<file path="src/rtl/tl_ul_pkg.sv">
// Shared TileLink-UL definitions: default field widths, opcode constants and
// the A-request / D-response bundles used by the arbiter and its bench.
package tl_ul_pkg;

    localparam int TL_ADDR_W = 32;
    localparam int TL_DATA_W = 32;
    localparam int TL_SRC_W  = 2;
    localparam int TL_SIZE_W = 2;
    localparam int TL_MASK_W = TL_DATA_W / 8;

    localparam logic [2:0] A_GET        = 3'd4;
    localparam logic [2:0] A_PUTFULL    = 3'd0;
    localparam logic [2:0] A_PUTPARTIAL = 3'd1;
    localparam logic [2:0] D_ACK        = 3'd0;
    localparam logic [2:0] D_ACKDATA    = 3'd1;

    // Source is the downstream width: {master index, upstream source}.
    typedef struct packed {
        logic [2:0]           opcode;
        logic [2:0]           param;
        logic [TL_SIZE_W-1:0] size;
        logic [TL_SRC_W:0]    source;
        logic [TL_ADDR_W-1:0] address;
        logic [TL_MASK_W-1:0] mask;
        logic [TL_DATA_W-1:0] data;
    } tl_a_req_t;

    typedef struct packed {
        logic [2:0]           opcode;
        logic [TL_SIZE_W-1:0] size;
        logic [TL_SRC_W:0]    source;
        logic [TL_DATA_W-1:0] data;
        logic                 denied;
    } tl_d_rsp_t;

endpackage

</file>
<file path="src/rtl/tl_outstanding_ctr.sv">
// Per-master outstanding-request counter: up on A handshake, down on D
// handshake, never wraps; flags full and responses that arrive with nothing owed.
module tl_outstanding_ctr #(
    parameter int MAX_OUT = 4,
    parameter int CNT_W   = 4
) (
    input  logic clock,
    input  logic reset_n,
    input  logic inc_i,
    input  logic dec_i,
    output logic full_o,
    output logic stray_o
);

    localparam logic [CNT_W-1:0] MaxCnt = CNT_W'(MAX_OUT);

    logic [CNT_W-1:0] cnt_q;
    logic [CNT_W-1:0] cnt_d;

    always_comb begin
        // NOTE: default assignment first, so no branch leaves cnt_d unassigned and infers a latch.
        cnt_d = cnt_q;
        if (inc_i && !dec_i && cnt_q != '1) begin
            cnt_d = cnt_q + 1'b1;
        end else if (dec_i && !inc_i && cnt_q != '0) begin
            cnt_d = cnt_q - 1'b1;
        end
    end

    // NOTE: sequential state uses non-blocking assignment so every flop samples pre-edge values.
    always_ff @(posedge clock or negedge reset_n) begin
        if (!reset_n) begin
            cnt_q <= '0;
        end else begin
            cnt_q <= cnt_d;
        end
    end

    assign full_o  = (cnt_q >= MaxCnt);
    assign stray_o = dec_i && (cnt_q == '0);

endmodule

</file>
<file path="src/rtl/tl_ul_arb2.sv">
// Two-master TileLink-UL arbiter: round-robin A grant into a registered output
// slot, D responses routed back combinationally by the inserted source MSB.
module tl_ul_arb2
    import tl_ul_pkg::*;
#(
    parameter int ADDR_W  = TL_ADDR_W,
    parameter int DATA_W  = TL_DATA_W,
    parameter int SRC_W   = TL_SRC_W,
    parameter int SIZE_W  = TL_SIZE_W,
    parameter int MAX_OUT = 4
) (
    input  logic                clock,
    input  logic                reset_n,

    input  logic                m0_a_valid,
    output logic                m0_a_ready,
    input  logic [2:0]          m0_a_opcode,
    input  logic [2:0]          m0_a_param,
    input  logic [SIZE_W-1:0]   m0_a_size,
    input  logic [SRC_W-1:0]    m0_a_source,
    input  logic [ADDR_W-1:0]   m0_a_address,
    input  logic [DATA_W/8-1:0] m0_a_mask,
    input  logic [DATA_W-1:0]   m0_a_data,
    output logic                m0_d_valid,
    input  logic                m0_d_ready,
    output logic [2:0]          m0_d_opcode,
    output logic [SIZE_W-1:0]   m0_d_size,
    output logic [SRC_W-1:0]    m0_d_source,
    output logic [DATA_W-1:0]   m0_d_data,
    output logic                m0_d_denied,

    input  logic                m1_a_valid,
    output logic                m1_a_ready,
    input  logic [2:0]          m1_a_opcode,
    input  logic [2:0]          m1_a_param,
    input  logic [SIZE_W-1:0]   m1_a_size,
    input  logic [SRC_W-1:0]    m1_a_source,
    input  logic [ADDR_W-1:0]   m1_a_address,
    input  logic [DATA_W/8-1:0] m1_a_mask,
    input  logic [DATA_W-1:0]   m1_a_data,
    output logic                m1_d_valid,
    input  logic                m1_d_ready,
    output logic [2:0]          m1_d_opcode,
    output logic [SIZE_W-1:0]   m1_d_size,
    output logic [SRC_W-1:0]    m1_d_source,
    output logic [DATA_W-1:0]   m1_d_data,
    output logic                m1_d_denied,

    output logic                out_a_valid,
    input  logic                out_a_ready,
    output logic [2:0]          out_a_opcode,
    output logic [2:0]          out_a_param,
    output logic [SIZE_W-1:0]   out_a_size,
    output logic [SRC_W:0]      out_a_source,
    output logic [ADDR_W-1:0]   out_a_address,
    output logic [DATA_W/8-1:0] out_a_mask,
    output logic [DATA_W-1:0]   out_a_data,

    input  logic                out_d_valid,
    output logic                out_d_ready,
    input  logic [2:0]          out_d_opcode,
    input  logic [SIZE_W-1:0]   out_d_size,
    input  logic [SRC_W:0]      out_d_source,
    input  logic [DATA_W-1:0]   out_d_data,
    input  logic                out_d_denied,

    output logic                err_stray
);

    logic full0, full1, stray0, stray1;
    logic elig0, elig1, slot_free, gnt0, gnt1;
    logic sel, d_hs0, d_hs1;

    tl_a_req_t req_q, req_d;
    logic      a_valid_q, a_valid_d;
    logic      rr_q, rr_d;
    logic      err_q, err_d;

    // Eligibility uses the registered count, so a same-cycle D cannot unblock a full master.
    assign elig0     = m0_a_valid && !full0;
    assign elig1     = m1_a_valid && !full1;
    assign slot_free = !a_valid_q || out_a_ready;
    assign gnt0      = slot_free && elig0 && (!elig1 || !rr_q);
    assign gnt1      = slot_free && elig1 && (!elig0 || rr_q);

    assign m0_a_ready = gnt0;
    assign m1_a_ready = gnt1;

    always_comb begin
        req_d     = req_q;
        a_valid_d = a_valid_q;
        rr_d      = rr_q;
        if (gnt0) begin
            req_d.opcode  = m0_a_opcode;
            req_d.param   = m0_a_param;
            req_d.size    = m0_a_size;
            req_d.source  = {1'b0, m0_a_source};
            req_d.address = m0_a_address;
            req_d.mask    = m0_a_mask;
            req_d.data    = m0_a_data;
            a_valid_d     = 1'b1;
            rr_d          = 1'b1;
        end else if (gnt1) begin
            req_d.opcode  = m1_a_opcode;
            req_d.param   = m1_a_param;
            req_d.size    = m1_a_size;
            req_d.source  = {1'b1, m1_a_source};
            req_d.address = m1_a_address;
            req_d.mask    = m1_a_mask;
            req_d.data    = m1_a_data;
            a_valid_d     = 1'b1;
            rr_d          = 1'b0;
        end else if (slot_free) begin
            a_valid_d = 1'b0;
        end
    end

    assign err_d = err_q || stray0 || stray1;

    always_ff @(posedge clock or negedge reset_n) begin
        if (!reset_n) begin
            req_q     <= '0;
            a_valid_q <= 1'b0;
            rr_q      <= 1'b0;
            err_q     <= 1'b0;
        end else begin
            req_q     <= req_d;
            a_valid_q <= a_valid_d;
            rr_q      <= rr_d;
            err_q     <= err_d;
        end
    end

    assign out_a_valid   = a_valid_q;
    assign out_a_opcode  = req_q.opcode;
    assign out_a_param   = req_q.param;
    assign out_a_size    = req_q.size;
    assign out_a_source  = req_q.source;
    assign out_a_address = req_q.address;
    assign out_a_mask    = req_q.mask;
    assign out_a_data    = req_q.data;
    assign err_stray     = err_q;

    // D path: the MSB inserted on the A side selects the master; fields are broadcast.
    assign sel         = out_d_source[SRC_W];
    assign m0_d_valid  = out_d_valid && !sel;
    assign m1_d_valid  = out_d_valid && sel;
    assign out_d_ready = sel ? m1_d_ready : m0_d_ready;
    assign d_hs0       = out_d_valid && !sel && m0_d_ready;
    assign d_hs1       = out_d_valid && sel && m1_d_ready;

    assign m0_d_opcode = out_d_opcode;
    assign m0_d_size   = out_d_size;
    assign m0_d_source = out_d_source[SRC_W-1:0];
    assign m0_d_data   = out_d_data;
    assign m0_d_denied = out_d_denied;
    assign m1_d_opcode = out_d_opcode;
    assign m1_d_size   = out_d_size;
    assign m1_d_source = out_d_source[SRC_W-1:0];
    assign m1_d_data   = out_d_data;
    assign m1_d_denied = out_d_denied;

    tl_outstanding_ctr #(.MAX_OUT(MAX_OUT), .CNT_W(4)) u_ctr0 (
        .clock   (clock),
        .reset_n (reset_n),
        .inc_i   (gnt0),
        .dec_i   (d_hs0),
        .full_o  (full0),
        .stray_o (stray0)
    );

    tl_outstanding_ctr #(.MAX_OUT(MAX_OUT), .CNT_W(4)) u_ctr1 (
        .clock   (clock),
        .reset_n (reset_n),
        .inc_i   (gnt1),
        .dec_i   (d_hs1),
        .full_o  (full1),
        .stray_o (stray1)
    );

endmodule

</file>
<file path="config.mk">
export PLATFORM = sky130hd
export DESIGN_NAME = tl_ul_arb2
export DESIGN_NICKNAME = d
export VERILOG_FILES = /design/src/rtl/tl_ul_pkg.sv /design/src/rtl/tl_outstanding_ctr.sv /design/src/rtl/tl_ul_arb2.sv
export SDC_FILE = /design/constraint.sdc
export NUM_CORES = 1
export LEC_CHECK = 0
export CORE_AREA = 2 2 143 145
export DETAILED_ROUTE_END_ITERATION = 6
export DIE_AREA = 0 0 145 147
export DONT_BUFFER_PORTS = 1
export SLEW_MARGIN = 20
export SYNTH_ARGS = -nofsm -noshare
export SYNTH_HDL_FRONTEND = slang
export SYNTH_SLANG_ARGS = --single-unit
export TNS_END_PERCENT = 5
</file>
<file path="constraint.sdc">
create_clock -name clock -period 2.5 [get_ports clock]
set_input_delay 0.5 -clock clock [delete_from_list [all_inputs] [get_ports clock]]
set_output_delay 0.5 -clock clock [all_outputs]
set_load 0.005 [all_outputs]
</file>
Word level (Yosys, flattened, before mapping)
Cells that the tools add are included.
{"block": "word_totals", "regBits": 90, "in_bits": 205, "word_cells": 76}
{"block": "op_classes", "addsub": 4, "order_cmp": 2, "eq_ne": 2, "muxes": 12, "n_reduce_logical": 44}
{"op": "$mux W79", "count": 2}
{"op": "$logic_and A1 B1 Y1", "count": 20}
{"op": "$mux W4", "count": 4}
{"op": "$logic_not A1 Y1", "count": 11}
{"op": "$add A4 B1 Y4 const B", "count": 2}
{"op": "$ge A4 B3 Y1 const B", "count": 2}
{"op": "$logic_not A4 Y1", "count": 2}
{"op": "$ne A4 B4 Y1 const B", "count": 2}
{"op": "$reduce_bool A4 Y1", "count": 2}
{"op": "$sub A4 B1 Y4 const B", "count": 2}
{"op": "$mux W1", "count": 6}
{"op": "$reduce_bool A2 Y1", "count": 3}
{"op": "$logic_or A1 B1 Y1", "count": 5}
{"op": "$reduce_bool A3 Y1", "count": 1}

Depth between registers and ports, before layout
Gate-level depths: netlist (run 1).
{"block": "logic_depth", "word_depth": 11, "depth_mapped": 10}

Modules after synthesis
From an unflattened synthesis (run 1), not the netlist that was laid out.
{"block": "unflattened", "cells_unflattened": 609, "hier_area_um2": 5684.2}
{"mod": "tl_ul_arb2", "n_inst": 1, "cells_per_inst": 565, "area_each_um2": 5156.2}
{"mod": "tl_outstanding_ctr", "n_inst": 2, "cells_per_inst": 22, "area_each_um2": 264.0}

Worst setup path after synthesis (run 1)
Ideal clock, no wire load.
{"block": "synth_path", "path_kind": "input-to-reg", "from": "input port m0_a_valid", "to": "register u_ctr0.cnt_q[3]", "t_arrival_ps": 2579, "slack_ps": -158, "stages": 10, "n_path_buf": 2, "path_cell_list": "nor3b_1 and3_1 clkbuf_1 buf_1 nand3_1 ha_1 and3_1 o211a_1 a22oi_1 xnor2_1"}
{"block": "synth_between", "elab_chain_cells": 7}
{"item": "start, declared", "line_no": "tl_ul_arb2.sv:15", "source": "input logic m0_a_valid,"}
{"item": "$logic_and A1 B1 Y1 (*)", "line_no": "tl_ul_arb2.sv:80", "source": "assign elig0 = m0_a_valid && !full0;"}
{"item": "$logic_and A1 B1 Y1 (*) (2 in series)", "line_no": "tl_ul_arb2.sv:83", "source": "assign gnt0 = slot_free && elig0 && (!elig1 || !rr_q);"}
{"item": "named net m0_a_ready", "line_no": "tl_ul_arb2.sv:16", "source": "output logic m0_a_ready,"}
{"item": "$logic_not A1 Y1", "line_no": "tl_outstanding_ctr.sv:25", "source": "end else if (dec_i && !inc_i && cnt_q != '0) begin"}
{"item": "$logic_and A1 B1 Y1 (2 in series)", "line_no": "tl_outstanding_ctr.sv:25"}
{"item": "$reduce_bool A2 Y1 (no line)"}
{"item": "end signal, assigned", "line_no": "tl_outstanding_ctr.sv:35", "source": "cnt_q <= cnt_d;"}
{"item": "end, declared", "line_no": "tl_outstanding_ctr.sv:17", "source": "logic [CNT_W-1:0] cnt_q;"}
The timed path passes the listed nets; every way through them passes the cells marked *.
A chain may end at the register's enable or synchronous reset.

Worst setup path after layout (run 1)
{"block": "layout_path", "from": "register u_ctr0.cnt_q[2]", "to": "register u_ctr1.cnt_q[3]"}
{"block": "layout_between", "elab_chain_cells": 10}
{"item": "$ge A4 B3 Y1 (*)", "line_no": "tl_outstanding_ctr.sv:39", "source": "assign full_o = (cnt_q >= MaxCnt);"}
{"item": "$logic_not A1 Y1 (*)", "line_no": "tl_ul_arb2.sv:80"}
{"item": "$logic_and A1 B1 Y1 (*)", "line_no": "tl_ul_arb2.sv:80"}
{"item": "$logic_not A1 Y1 (*)", "line_no": "tl_ul_arb2.sv:84", "source": "assign gnt1 = slot_free && elig1 && (!elig0 || rr_q);"}
{"item": "$logic_or A1 B1 Y1 (*)", "line_no": "tl_ul_arb2.sv:84"}
{"item": "$logic_and A1 B1 Y1 (*)", "line_no": "tl_ul_arb2.sv:84"}
{"item": "$logic_not A1 Y1", "line_no": "tl_outstanding_ctr.sv:25"}
{"item": "$logic_and A1 B1 Y1 (2 in series)", "line_no": "tl_outstanding_ctr.sv:25"}
{"item": "$reduce_bool A2 Y1 (no line)"}
{"item": "end signal, assigned", "line_no": "tl_outstanding_ctr.sv:35"}
{"item": "end, declared", "line_no": "tl_outstanding_ctr.sv:17"}
Mark *: on every way between the ends. The rest lies on a longest branch, timed or not.

==> results of run 1 <==
worst min path at each step:
| stage | endpoint | slack (ps) | cells after the start |
|---|---|---|---|
| final | out_a_data[20]$_DFFE_PN0P_ | -160 | 0 |
| after CTS | out_a_address[15]$_DFFE_PN0P_ | -180 | 0 |
| after detailed placement | out_a_data[26]$_DFFE_PN0P_ | 210 | 0 |
| after floorplan | err_stray$_DFF_PN0_ | 200 | 0 |
| after global placement | out_a_data[25]$_DFFE_PN0P_ | 210 | 0 |
| after global routing | out_a_data[21]$_DFFE_PN0P_ | -200 | 0 |
cell families after synthesis:
| family | after synthesis | synth area share, % |
|---|---|---|
| buf+inv | 186 | 23.0 |
| compound gates | 98 | 20.4 |
| flops | 90 | 49.1 |
| simple gates | 28 | 3.71 |
| xor+xnor | 6 | 1.14 |
| fa+ha+maj | 6 | 1.96 |
| mux | 3 | 0.736 |
final cells by class:
class | instances | area (um2)
repair buffers | 9 | 83.8
multi-input cells | 141 | 1310
well taps | 270 | 338
flip-flops and latches | 90 | 2250
inverters | 78 | 293
clock buffers | 9 | 225
clock inverters | 7 | 95.1
fillers | 2105 | 15200
metrics by stage:
stage	worst slack, ps	power [mW]	instances
after floorplan	-2.80	4.52	417
after global placement	26.6	4.84	588
after detailed placement	-41.6	4.99	588
after CTS	87.8	6.48	604
after global routing	8.86	6.91	604
final	104	6.41	604
layer usage:
metal	track usage, %	up-vias
met5	0	-
met4	6.73	0
met3	4.88	52
met2	21.4	294
met1	10.3	1520
li1	-	1284
repair_timing:
item	4_1_cts	5_1_grt
hold endpoints to repair	90	90
gates resized for setup	1	1
setup buffers	0	0
setup endpoints to repair	1	1
gates cloned	0	0
Yosys cell counts, types with 2 or more instances:
cell,n,share of area (%)
sky130_fd_sc_hd__dfrtp_1,90,49
sky130_fd_sc_hd__buf_4,80,13
sky130_fd_sc_hd__a222oi_1,78,17
sky130_fd_sc_hd__inv_1,78,6.4
sky130_fd_sc_hd__clkbuf_1,17,1.4
sky130_fd_sc_hd__buf_6,7,1.7
sky130_fd_sc_hd__a21o_1,4,0.65
sky130_fd_sc_hd__and3_1,4,0.55
sky130_fd_sc_hd__ha_1,4,1.1
sky130_fd_sc_hd__xor2_1,4,0.76
sky130_fd_sc_hd__nand2_1,3,0.25
sky130_fd_sc_hd__nand3_1,3,0.33
sky130_fd_sc_hd__nor2_1,3,0.25
sky130_fd_sc_hd__nor3b_1,3,0.49
sky130_fd_sc_hd__a22oi_1,2,0.33
sky130_fd_sc_hd__a311oi_1,2,0.38
sky130_fd_sc_hd__a31o_2,2,0.38
sky130_fd_sc_hd__buf_2,2,0.22
sky130_fd_sc_hd__fa_1,2,0.87
sky130_fd_sc_hd__mux2_1,2,0.49
sky130_fd_sc_hd__nand4_1,2,0.27
sky130_fd_sc_hd__nor4_1,2,0.27
sky130_fd_sc_hd__o211a_1,2,0.44
sky130_fd_sc_hd__o21ai_1,2,0.22
sky130_fd_sc_hd__o221ai_1,2,0.38
sky130_fd_sc_hd__xnor2_1,2,0.38
report_power, final:
part	total (mW)	leakage, nW	switching (mW)	internal [mW]
Sequential	2.88	1.11	0.688	2.19
Combinational	2.10	0.936	1.12	0.985
Clock	1.43	0.157	0.626	0.805
state kept, by name, indices dropped and copies added (netlist names):
name / cells
err_stray: 1
out_a_address: 32
out_a_data: 32
out_a_mask: 4
out_a_opcode: 3
out_a_param: 3
out_a_size: 2
out_a_source: 3
out_a_valid: 1
rr_q: 1
u_ctr0.cnt_q: 4
u_ctr1.cnt_q: 4
==> flow_summary.ini, run 1 <==
[status]
status = complete, but fails checks
failed_checks = design-rule violations, negative hold slack

[final_layout]
nNetsFinal = 540
postLayoutCoreUtil_pct = 23.2
areaGrowthSynthToFinish_pct = 0.109
antenna_diode_count = 0
post-route-cell-area_um2 = 4600
layout.cells.most_common = sky130_fd_sc_hd__dfrtp_1
highest_count_cells_in_the_layout_ignoring_fill_and_taps = 89 x sky130_fd_sc_hd__dfrtp_1, 78 x sky130_fd_sc_hd__a222oi_1, 78 x sky130_fd_sc_hd__inv_1
fraction_of_final_layout_cells_sized_beyond_drive_strength_1_pct = 10.2

[setup_path]
cp.depth = 8
startpoint = u_ctr0.cnt_q[2]$_DFFE_PN0P_
cp_max_fo = 7
crit_end = u_ctr1.cnt_q[3]$_DFFE_PN0P_
endpoint_kind = flip-flop
slowest_library_cell_on_the_worst_path = sky130_fd_sc_hd__or4b_1
slack_of_the_worst_reg_to_reg_path_ps = 100
crit_path_buffers_inverters = 0
timing_worst_setup_path_type = reg2reg
rr_worst_depth = 8
cp_data_required_time_ps = 2770
crit-reg2reg-launch = u_ctr0.cnt_q[2]$_DFFE_PN0P_
worstPathCellList = or4b_1 -> and3_2 -> nand3_2 -> ha_1 -> and3_1 -> o211a_1 -> a22oi_2 -> xnor2_1
worstPathArrival_ps = 2670
worst_setup_path_start_kind = flip-flop
timing.critical_path.max_delay_family = simple AND/OR/NAND/NOR gates
critical_path.max_stage_delay_ps = 550
worstReg2RegEnd = u_ctr1.cnt_q[3]$_DFFE_PN0P_

[placed_design]
postPlaceCellArea_um2 = 4270
gp_congestion = 0.781
io_buffers = 0
dp_hpwl_um = 9350

[hold_path]
hold_path_class = in2async

[sta]
timing.clock.skew_ps = 13.1
layout_worst_path_cycle_share_pct = 95.8
setup-violations-final = 0
hold-worst-slack_ps = -160
final.min_clock_period_ps = 2400
fmaxAchievable_ghz = 0.417
finalSetupTns_ps = 0
max_slew.worst_pin.slew_ps = 656
relSlewSlack_pct = 56.3
hold_violations = 90
report.final.slew_viol_count = 0
rsz0062_at_grt = false

[detailed_routing]
first_pass_iters = 7
route.vias.total = 3150
detail_route.wirelength_um = 12700
routedLengthMet1_um = 3790
post_drt_wl_per_cell_um = 21.0
detailroute.wirelength.met3_um = 1570
route.detailed.vias_per_inst = 5.22
drt_iter0_drc = 459
detailroute.wirelength.met2_um = 6820
topRoutingLayerUsed = met4
drtAntennaViolNets = 0
drcViolationCount = 12

[clock_tree]
clk_path_buf_depth = 2
clk_pin_slew_ps = 70
insertion_delay_ps = 350
numCtsBuffers = 9
cts.sinks = 90
clockRootBuffer = sky130_fd_sc_hd__clkbuf_16
cts_max_level = 3
cts_tree = built

[logic_synthesis]
synth-seq-area-share_pct = 49.1
synth-edff-count = 0
post_syn_instances = 417
synth_seq_cells = 90
yosysUniqueCellTypes = 41
synthesis.area_per_instance_um2 = 11.0
postSynthNetCount = 628
syn_area_um2 = 4590
synth_async_sr_flop_share_pct = 100
synthFlopType = sky130_fd_sc_hd__dfrtp_1
synth.yosys.warnings = 0

[global_route]
grt_pass1_wl_um = 18500
grt_remaining_overflow = 0
grt_pass1_vias = 3273
number_of_antenna_violations_at_the_first_check_in_global_routing = 0
groute.usage.overall_pct = 11.5
grt_max_degree = 91

[floorplanning]
die-width_um = 145
initial_utilization_pct = 23.1
die_area_um2 = 21300
placeableCoreArea_um2 = 19800
chipHeight_um = 147
number_of_core_rows = 52
num_io_pins = 371

[pwr]
power.ir.vdd_worst_mv = 0.393
pwr_density_cell_nw_per_um2 = 1390
power.leakage_nw = 2.20

[flow_run]
maxCapViolCount = 0
No activity file was read; power rests on OpenSTA's default activity.
==> inputs of run 2 (changes only) <==
--- a/config.mk
+++ b/config.mk
@@ -5,6 +5,7 @@
 export SDC_FILE = /design/constraint.sdc
 export NUM_CORES = 1
 export LEC_CHECK = 0
+export ABC_AREA = 0
 export CORE_AREA = 2 2 143 145
 export DETAILED_ROUTE_END_ITERATION = 6
 export DIE_AREA = 0 0 145 147
==> results of run 2 <==
Same layout as run 1: the final DEF is identical, and so are final timing and power.
==> inputs of run 3 (changes only) <==
--- a/config.mk
+++ b/config.mk
@@ -10,6 +10,7 @@
 export DETAILED_ROUTE_END_ITERATION = 6
 export DIE_AREA = 0 0 145 147
 export DONT_BUFFER_PORTS = 1
+export PLACE_DENSITY = 0.45
 export SLEW_MARGIN = 20
 export SYNTH_ARGS = -nofsm -noshare
 export SYNTH_HDL_FRONTEND = slang
==> run 3 against run 2 <==
  * The flow still finishes with violations (design-rule violations, negative hold slack)
  * Via count shrank 1.5%
  * Maximum frequency up 0.17%
  * Largest cell class unchanged
  * Highest routed layer unchanged
  * Critical path type unchanged
  * Critical path depth unchanged
==> flow_summary.ini, run 3 (synthesis results as in run 1) <==
[status]
status = complete, but fails checks
failed_checks = design-rule violations, negative hold slack

[sta]
max_slew.worst_pin.slew_ps = 855
fmaxAchievable_ghz = 0.418
rsz0062_at_grt = false
setup-violations-final = 0
timing.clock.skew_ps = 13.7
post-route-worst-setup-slack_ps = 108
report.final.slew_viol_count = 0
final.min_clock_period_ps = 2390
hold-worst-slack_ps = -158
relSlewSlack_pct = 42.8
layout_worst_path_cycle_share_pct = 95.7
hold_violations = 90

[detailed_routing]
route.vias.total = 3102
drtAntennaViolNets = 0
detail_route.wirelength_um = 12500
post_drt_wl_per_cell_um = 20.6
drcViolationCount = 12
route.detailed.vias_per_inst = 5.10
drt_iter0_drc = 428
first_pass_iters = 7

[global_route]
grt_pass1_vias = 3024
grt_pass1_wl_um = 18100
number_of_antenna_violations_at_the_first_check_in_global_routing = 0
groute.usage.overall_pct = 11.1
grt_remaining_overflow = 0
grt_max_degree = 91

[final_layout]
highest_count_cells_in_the_layout_ignoring_fill_and_taps = 90 x sky130_fd_sc_hd__dfrtp_1, 78 x sky130_fd_sc_hd__a222oi_1, 78 x sky130_fd_sc_hd__inv_1
fraction_of_final_layout_cells_sized_beyond_drive_strength_1_pct = 10.7
layout.cells.most_common = sky130_fd_sc_hd__dfrtp_1
nNetsFinal = 544
areaGrowthSynthToFinish_pct = 0.327
antenna_diode_count = 0

[setup_path]
rr_worst_depth = 8
cp_max_fo = 3
worstPathArrival_ps = 2660
worstReg2RegEnd = u_ctr1.cnt_q[3]$_DFFE_PN0P_
crit-reg2reg-launch = rr_q$_DFFE_PN0P_
timing_worst_setup_path_type = reg2reg
endpoint_kind = flip-flop
cp_data_required_time_ps = 2770
worst_setup_path_start_kind = flip-flop
slack_of_the_worst_reg_to_reg_path_ps = 110

[placed_design]
dp_hpwl_um = 9100
dp_worst_setup_slack_ps = 96.8
io_buffers = 0
gp_congestion = 0.775

[pwr]
pwr_density_cell_nw_per_um2 = 1400
power.total_mw = 6.43
power.ir.vdd_worst_mv = 0.458
power.leakage_nw = 2.21

[hold_path]
hold_path_class = in2async

[clock_tree]
clk_path_buf_depth = 2
insertion_delay_ps = 340
cts_setup_buffers = 0
cts.sinks = 90
numCtsBuffers = 9
clk_pin_slew_ps = 70
cts_max_level = 3
clockRootBuffer = sky130_fd_sc_hd__clkbuf_16
cts_tree = built

[floorplanning]
initial_utilization_pct = 23.1
die_area_um2 = 21300
die-width_um = 145
number_of_core_rows = 52
num_io_pins = 371
chipHeight_um = 147
placeableCoreArea_um2 = 19800

[flow_run]
maxCapViolCount = 0
[run 3: repair_timing]
item / in CTS / in global routing
resized for setup: 0 / 1
hold endpoints to repair: 90 / 90
setup endpoints to repair: 0 / 1
[run 3: critical path, stage by stage, from the launching register on]
cell	delay [ps]
sky130_fd_sc_hd__dfrtp_1	400
sky130_fd_sc_hd__or4b_1	570
sky130_fd_sc_hd__and3_2	260
sky130_fd_sc_hd__nand3_2	90
sky130_fd_sc_hd__ha_1	280
sky130_fd_sc_hd__and3_1	210
sky130_fd_sc_hd__o211a_1	230
sky130_fd_sc_hd__a22oi_2	140
sky130_fd_sc_hd__xnor2_1	130
[run 3: layout make-up]
type	count	area, um2
Clock inverter	6	72.6
Clock buffer	10	229
Timing Repair Buffer	13	114
Sequential cell	90	2250
Fill cell	2098	15200
Inverter	78	293
Multi-Input combinational cell	141	1310
Tap cell	270	338
[run 3: routing by layer]
| layer | global-route usage [%] | wire (um) | share of wire [%] | vias up |
|---|---|---|---|---|
| met5 | 0 | 0 | 0 | - |
| met4 | 6.88 | 528 | 4.2 | 0 |
| met1 | 11.7 | 4310 | 34 | 1514 |
| met3 | 4.50 | 1360 | 11 | 54 |
| met2 | 18.7 | 6310 | 50 | 244 |
| li1 | - | - | - | 1290 |
[run 3: worst max path at each step]
| stage | start | endpoint | slack (ps) | cells past startpoint |
|---|---|---|---|---|
| 2_1_floorplan | m0_a_valid | u_ctr0.cnt_q[3]$_DFFE_PN0P_ | -3 | 10 |
| 3_3_place_gp | m1_a_valid | u_ctr1.cnt_q[1]$_DFFE_PN0P_ | 150 | 5 |
| 3_5_place_dp | m1_a_valid | u_ctr1.cnt_q[1]$_DFFE_PN0P_ | 100 | 5 |
| 4_1_cts | rr_q$_DFFE_PN0P_ | m1_a_ready | 10 | 3 |
| 5_1_grt | u_ctr0.cnt_q[3]$_DFFE_PN0P_ | u_ctr0.cnt_q[3]$_DFFE_PN0P_ | 2 | 9 |
| 6_report | rr_q$_DFFE_PN0P_ | u_ctr1.cnt_q[3]$_DFFE_PN0P_ | 110 | 8 |
[run 3: where the power goes]
part           internal (mW)  switching, mW
registers               2.19          0.653
logic                   1.02           1.17
clock network          0.787          0.617
[run 3: per-stage QoR]
step,cells,utilization (%),TNS [ps],cell area [um2]
global placement,592,21.7,0,4300
global route,608,23.2,0,4610
floorplan,417,-,-2.80,4600
detailed placement,592,21.7,0,4300
CTS,608,23.2,0,4600
finish,608,23.2,0,4610
